==> config.mk <==
export PLATFORM = sky130hd
export DESIGN_NAME = baud_gen
export DESIGN_NICKNAME = d
export VERILOG_FILES = /design/src/rtl/baud_pkg.sv /design/src/rtl/baud_tick_cnt.sv /design/src/rtl/baud_gen.sv
export SDC_FILE = /design/constraint.sdc
export NUM_CORES = 1
export LEC_CHECK = 0
export BUFFER_PORTS_ARGS = -buffer_cell sky130_fd_sc_hd__buf_2
export CORE_MARGIN = 4
export CORE_UTILIZATION = 49
export DETAILED_ROUTE_END_ITERATION = 8
export PLACE_DENSITY = 0.66
export RECOVER_POWER = 50
export SLEW_MARGIN = 10
export SYNTH_ARGS = -nofsm -noshare
export SYNTH_HDL_FRONTEND = slang
export SYNTH_SLANG_ARGS = --single-unit
export TNS_END_PERCENT = 50
==> constraint.sdc <==
create_clock -name clk -period 5.1 [get_ports clk]
set_input_delay 1.02 -clock clk [delete_from_list [all_inputs] [get_ports clk]]
set_output_delay 1.02 -clock clk [all_outputs]
set_load 0.02 [all_outputs]
==> src/rtl/baud_pkg.sv <==
// Shared types and constants for the baud-rate generator.
package baud_pkg;

  localparam int OVERSAMPLE_DEFAULT = 16;
  localparam int DIV_W              = 16;

  typedef enum logic [1:0] {
    IDLE,
    LOAD,
    RUN
  } state_t;

endpackage

==> src/rtl/baud_tick_cnt.sv <==
// Divisor down-counter: counts D..0, reloads D after reaching zero.
module baud_tick_cnt
  import baud_pkg::*;
(
  input  logic             clk,
  input  logic             rst,
  input  logic             load,
  input  logic             en,
  input  logic [DIV_W-1:0] div,
  output logic             zero
);

  logic [DIV_W-1:0] cnt;

  // NOTE: sequential state uses non-blocking assignments so every flop samples pre-edge values.
  always_ff @(posedge clk or posedge rst) begin
    if (rst) begin
      cnt <= '0;
    end else if (load) begin
      cnt <= div;
    end else if (en) begin
      cnt <= zero ? div : cnt - DIV_W'(1);
    end
  end

  assign zero = (cnt == '0);

endmodule

==> src/rtl/baud_gen.sv <==
// Baud-rate generator: rx_en every D+1 clocks, tx_en every OVERSAMPLE rx_en ticks,
// restarted by each rising edge of buf_rdy.
module baud_gen
  import baud_pkg::*;
#(
  parameter int OVERSAMPLE = OVERSAMPLE_DEFAULT
) (
  input  logic             clk,
  input  logic             rst,
  input  logic [DIV_W-1:0] div_buf,
  input  logic             buf_rdy,
  output logic             rx_en,
  output logic             tx_en,
  output logic             running
);

  localparam int OS_W = (OVERSAMPLE > 2) ? $clog2(OVERSAMPLE) : 1;

  state_t           state, state_nxt;
  logic             buf_rdy_q;
  logic             rdy_rise;
  logic [DIV_W-1:0] div_q;
  logic [OS_W-1:0]  os_cnt;
  logic             cnt_zero;
  logic             cnt_load;
  logic             cnt_en;

  assign rdy_rise = buf_rdy & ~buf_rdy_q;

  always_ff @(posedge clk or posedge rst) begin
    if (rst) begin
      state     <= IDLE;
      buf_rdy_q <= 1'b0;
      div_q     <= '0;
      os_cnt    <= '0;
    end else begin
      state     <= state_nxt;
      buf_rdy_q <= buf_rdy;
      if (rdy_rise) begin
        div_q <= div_buf;
      end
      if (state == LOAD) begin
        os_cnt <= '0;
      end else if (rx_en) begin
        os_cnt <= os_cnt + OS_W'(1);
      end
    end
  end

  // NOTE: every signal driven here gets a default first, so no path can infer a latch.
  always_comb begin
    state_nxt = state;
    cnt_load  = 1'b0;
    cnt_en    = 1'b0;
    case (state)
      IDLE: ;
      LOAD: begin
        cnt_load  = 1'b1;
        state_nxt = RUN;
      end
      RUN:     cnt_en = 1'b1;
      default: state_nxt = IDLE;
    endcase
    // A new edge wins over everything; a tick due this cycle is still emitted.
    if (rdy_rise) begin
      state_nxt = LOAD;
    end
  end

  baud_tick_cnt u_tick_cnt (
    .clk  (clk),
    .rst  (rst),
    .load (cnt_load),
    .en   (cnt_en),
    .div  (div_q),
    .zero (cnt_zero)
  );

  always_comb begin
    running = (state == RUN);
    rx_en   = running && cnt_zero;
    tx_en   = rx_en && (os_cnt == OS_W'(OVERSAMPLE - 1));
  end

endmodule

# Yosys cells after proc, flatten, opt, wreduce, memory -nomap -nowiden
# Cells that the tools add are included.
[word_totals]
reg_bits = 39
input_bits = 19
output_inout_bits = 3
wordCells = 29
[op_classes]
add_sub_neg = 2
n_eq_ne = 4
n_mux = 9
bitwise_logic = 2
reduce_logical = 7
[ops]
columns = ["cell", "n"]
rows = [
  ["two-way mux 16 bit", 3],
  ["logical NOT 16 bit", 1],
  ["subtractor 16 x 1 -> 16 bit (second input constant)", 1],
  ["two-way mux 4 bit", 2],
  ["adder 4 x 1 -> 4 bit (second input constant)", 1],
  ["equality test 4 bit (second input constant)", 1],
  ["one-hot mux 2 bit (2 select lines)", 1],
  ["nonzero test 2 bit", 2],
  ["equality test 2 x 1 -> 1 bit (second input constant)", 1],
  ["equality test 2 bit (second input constant)", 1],
  ["logical AND 1 bit", 2],
  ["logical NOT 2 bit", 1],
  ["two-way mux 1 bit", 2],
  ["two-way mux 2 bit", 1],
  ["!= test 2 x 1 -> 1 bit (second input constant)", 1],
  ["OR reduction 2 bit", 1],
  ["bitwise AND 1 bit", 1],
  ["inverter 1 bit", 1],
]

# Depth between registers and ports, before layout
[depth]
depth_word = 4
depth_mapped = 7
mapped_depth_nobuf = 7

# Hierarchy
# From an unflattened synthesis, not the netlist that was laid out.
[unflattened]
cells_unflattened = 208
area_unflattened_um2 = 2185.8
[by_module_without_submodules]
columns = ["module", "n_inst", "cells_per_inst", "area_per_inst_um2", "seq_area_each_um2"]
rows = [
  ["baud_tick_cnt", 1, 134, 1173.6, 400.4],
  ["baud_gen", 1, 74, 1012.2, 575.6],
]

# Worst setup path before layout
# No wires, ideal clock.
[synth_timing]
kind = "flip-flop to output port"
from = "register u_tick_cnt.cnt[8]"
to = "output tx_en"
arrival_time_ps = 2082
required_time_ps = 4080
setup_slack_ps = 1998
stages_incl_launch_ff = 6
path_buffers = 1
cell_sequence = "dfrtp_1 -> or4_4 -> nor4_4 -> and3_1 -> buf_2 -> and4_1"
[synth_between]
elab_chain_cells = 3
[synth_rtl]
columns = ["element", "line", "text"]
rows = [
  ["start: declaration", "baud_tick_cnt.sv:13", "logic [DIV_W-1:0] cnt;"],
  ["start signal: assignment", "baud_tick_cnt.sv:20", "cnt <= div;"],
  ["start signal: assignment", "baud_tick_cnt.sv:22", "cnt <= zero ? div : cnt - DIV_W'(1);"],
  ["logical NOT 16 bit", "baud_tick_cnt.sv:26", "assign zero = (cnt == '0);"],
  ["logical AND 1 bit", "baud_gen.sv:81", "rx_en = running && cnt_zero;"],
  ["via rx_en", "baud_gen.sv:12", "output logic rx_en,"],
  ["logical AND 1 bit", "baud_gen.sv:82", "tx_en = rx_en && (os_cnt == OS_W'(OVERSAMPLE - 1));"],
  ["end: declaration", "baud_gen.sv:13", "output logic tx_en,"],
]
# The timed path passes the listed nets, and every way through them passes these cells.

# Worst setup path after layout
[layout_timing]
from = "register u_tick_cnt.cnt[8]"
to = "output tx_en"
[layout_between]
elab_chain_cells = 3
[layout_rtl]
columns = ["element", "line"]
rows = [
  ["logical NOT 16 bit", "baud_tick_cnt.sv:26"],
  ["logical AND 1 bit", "baud_gen.sv:81"],
  ["logical AND 1 bit", "baud_gen.sv:82"],
]
# No other way between the ends.

==> flow_metrics.env <==
export IMPL_status="complete, but fails checks"
export IMPL_violations="capacitance limit, slew limit"
export IMPL_hold_path_class="reg -> reg"
export IMPL_synth_seq_area_share_pct=47.0
export IMPL_cp_max_fo=7
export IMPL_antenna_found_initial=0
export IMPL_grt_pass1_wl_um=7320
export IMPL_slew_headroom_pct=-39.5
export IMPL_dp_cells=261
export IMPL_critPathLaunchType="flop"
export IMPL_overflow=0
export IMPL_finalHoldViolations=0
export IMPL_worstPathArrival_ns=2.44
export IMPL_layout_area_seq_um2=976
export IMPL_path_clk_slew_ns=0.07
export IMPL_post_route_period_util_pct=67.9
export IMPL_async_reset_ff_share_pct=100
export IMPL_clk_latency_ns=0.30
export IMPL_fillerInstances=373
export IMPL_clock_skew_final_ns=0.00659
export IMPL_ys_ff_latch=39
export IMPL_rsz0062_at_grt="no"
export IMPL_end_kind="primary output"
export IMPL_drcViolationCount=0
export IMPL_p_per_area_mw_per_mm2=522
export IMPL_dr_pass1_iters=4
export IMPL_synthCells=199
export IMPL_n_antenna_cell=0
export IMPL_track_usage_pct=17.8
export IMPL_io_buffer_count=21
export IMPL_grt_pass1_vias=1591
export IMPL_cts_tree="yes"
export IMPL_layout_drive_gt1_share_pct=24.2
export IMPL_die_area_mm2=0.00534
export IMPL_rows=23
export IMPL_fin_hold_ws_ns=0.513
export IMPL_tightest_slew_ns=2.09
export IMPL_drt_wl_total_um=4150
export IMPL_cts_buffers=5
export IMPL_clock_sinks=39
export IMPL_yosys_warnings=0
export IMPL_grt_max_degree=40
export IMPL_h_tree_depth=2
export IMPL_min_period_ns=3.46
export IMPL_vdd_drop_max_v=0.000289
export IMPL_synth_avg_cell_area_um2=10.4
export IMPL_drv_cap=1
export IMPL_drt_wirelength_per_cell_um=15.4
export IMPL_layout_cells_non_filler=269
export IMPL_p_leak_nw=1.02
export IMPL_max_freq_mhz=289
export IMPL_drt_iter0_drc=83
export IMPL_ios=22
export IMPL_drv_slew=40
export IMPL_syn_nets=224
export IMPL_netlist_area_mm2=0.00208
export IMPL_initial_utilization_pct=51.2
export IMPL_setup_violations=0
export IMPL_ys_types=42
export IMPL_ant_nets=0
export IMPL_multi_input_comb_area_um2=985
export IMPL_dr_total_vias=1529
export IMPL_postCtsSetupRepairBufs=0
export IMPL_crit_type="reg -> out"
export IMPL_root_buffer="clkbuf_8"
export IMPL_finalSetupTns_ns=0
export IMPL_post_cts_resized=0
export IMPL_synth_edf_count=0
export IMPL_crit_required_ns=4.08
export IMPL_synthFlopType="dfrtp_1"
export IMPL_hold_buffers=0
export IMPL_r2r_setup_slack_ns=2.66
export IMPL_die_w_um=73.1
export IMPL_dpl_hpwl_um=2880
export IMPL_die_y_um=73.1
export IMPL_avgViaCountPerCell=5.68
export IMPL_coreArea_mm2=0.00406
export IMPL_num_nets_final=243
export IMPL_syn_to_final_growth_pct=10.6
export IMPL_clockBufferDepth=2
export IMPL_place_congestion=0.804
==> Yosys cell counts, types with 3 or more instances <==
cell type / number / area (um2)
dfrtp_1: 39 / 976
mux2_2: 16 / 180
inv_1: 15 / 56.3
nor2_1: 14 / 52.6
o21ai_0: 13 / 65.1
nand2_1: 8 / 30.0
nand3_1: 8 / 40.0
a22oi_1: 7 / 52.6
mux2i_1: 7 / 70.1
clkbuf_1: 6 / 22.5
ha_1: 6 / 75.1
nor4_1: 6 / 37.5
or4_1: 5 / 37.5
a21boi_0: 3 / 22.5
a2bb2oi_1: 3 / 26.3
nor2b_1: 3 / 18.8
nor3_1: 3 / 15.0
==> cells by family after synthesis <==
family                     after synthesis  synth area share, %
muxes                                   23                 12.1
buffers and inverters                   26                 5.55
AOI/OAI and AO/OA                       36                 11.6
DFF                                     39                 47.0
adders and majority gates                6                 3.62
and+or+nand+nor                         66                 18.9
xor gates and xnor gates                 3                 1.27
==> power by group <==
group          internal (mW)  switching, mW  total [mW]
sequential             0.403         0.0795       0.482
clock                  0.123          0.104       0.227
combinational          0.199          0.290       0.489
total                  0.725          0.473        1.20
==> metal layers <==
metal  vias up  track usage (%)  routed length (um)
met5         -                0                   0
met4         0             6.15                  71
met3         6             4.96                 172
met2        37             29.8                2010
met1       731             22.0                1890
li1        755                -                   -
==> flip-flops by register name (all words and copies together), names as in the netlist <==
register / flops
buf_rdy_q: 1
div_q: 16
u_tick_cnt.cnt: 16
os_cnt: 4
state: 2
==> worst paths after layout <==
check,from,endpoint,depth (start not counted)
min in group asynchronous,rst,buf_rdy_q,3
worst max-delay path,u_tick_cnt.cnt[8],tx_en,5
worst max register to register,u_tick_cnt.cnt[8],u_tick_cnt.cnt[8],5
max in group asynchronous,rst,div_q[5],3
worst min register to register,div_q[0],div_q[0],1
worst min-delay path,div_q[0],div_q[0],1
==> stage by stage <==
step	setup slack (ns)	power, mW	instance area (um2)	utilization [%]
after global placement	2.00	0.950	2200	54.2
after CTS	1.63	1.21	2300	56.7
after detailed placement	1.95	0.978	2200	54.2
after floorplan	2.00	0.879	2080	-
final	1.64	1.20	2300	56.6
after global routing	1.48	1.30	2300	56.6
==> placed cells by master, fill, tap and decap left out, types with 5 or more instances in the layout <==
cell type,Yosys,layout
mux2i_1,7,7
buf_2,2,21
nand2_1,8,8
ha_1,6,6
nand3_1,8,8
a22oi_1,7,7
o21ai_0,13,13
or4_1,5,5
dfrtp_1,39,39
clkbuf_8,0,7
nor4_1,6,6
inv_1,15,15
nor2_1,14,14
mux2_2,16,16
==> cell type report <==
type                    instances  share of cell area, %
inverters                      15                   2.45
clock buffers                   8                   4.36
well taps                      50                   2.72
flip-flops and latches         39                   42.5
multi-input cells             134                   42.9
repair buffers                 23                   5.07
==> worst max-delay path, cell delays in order, from the launching register on <==
cell     delay, ns
dfrtp_1       0.43
or4_4         0.60
nor4_4        0.47
and3_1        0.31
and4_1        0.20
buf_2         0.16
(Power assumes the default switching activity.)
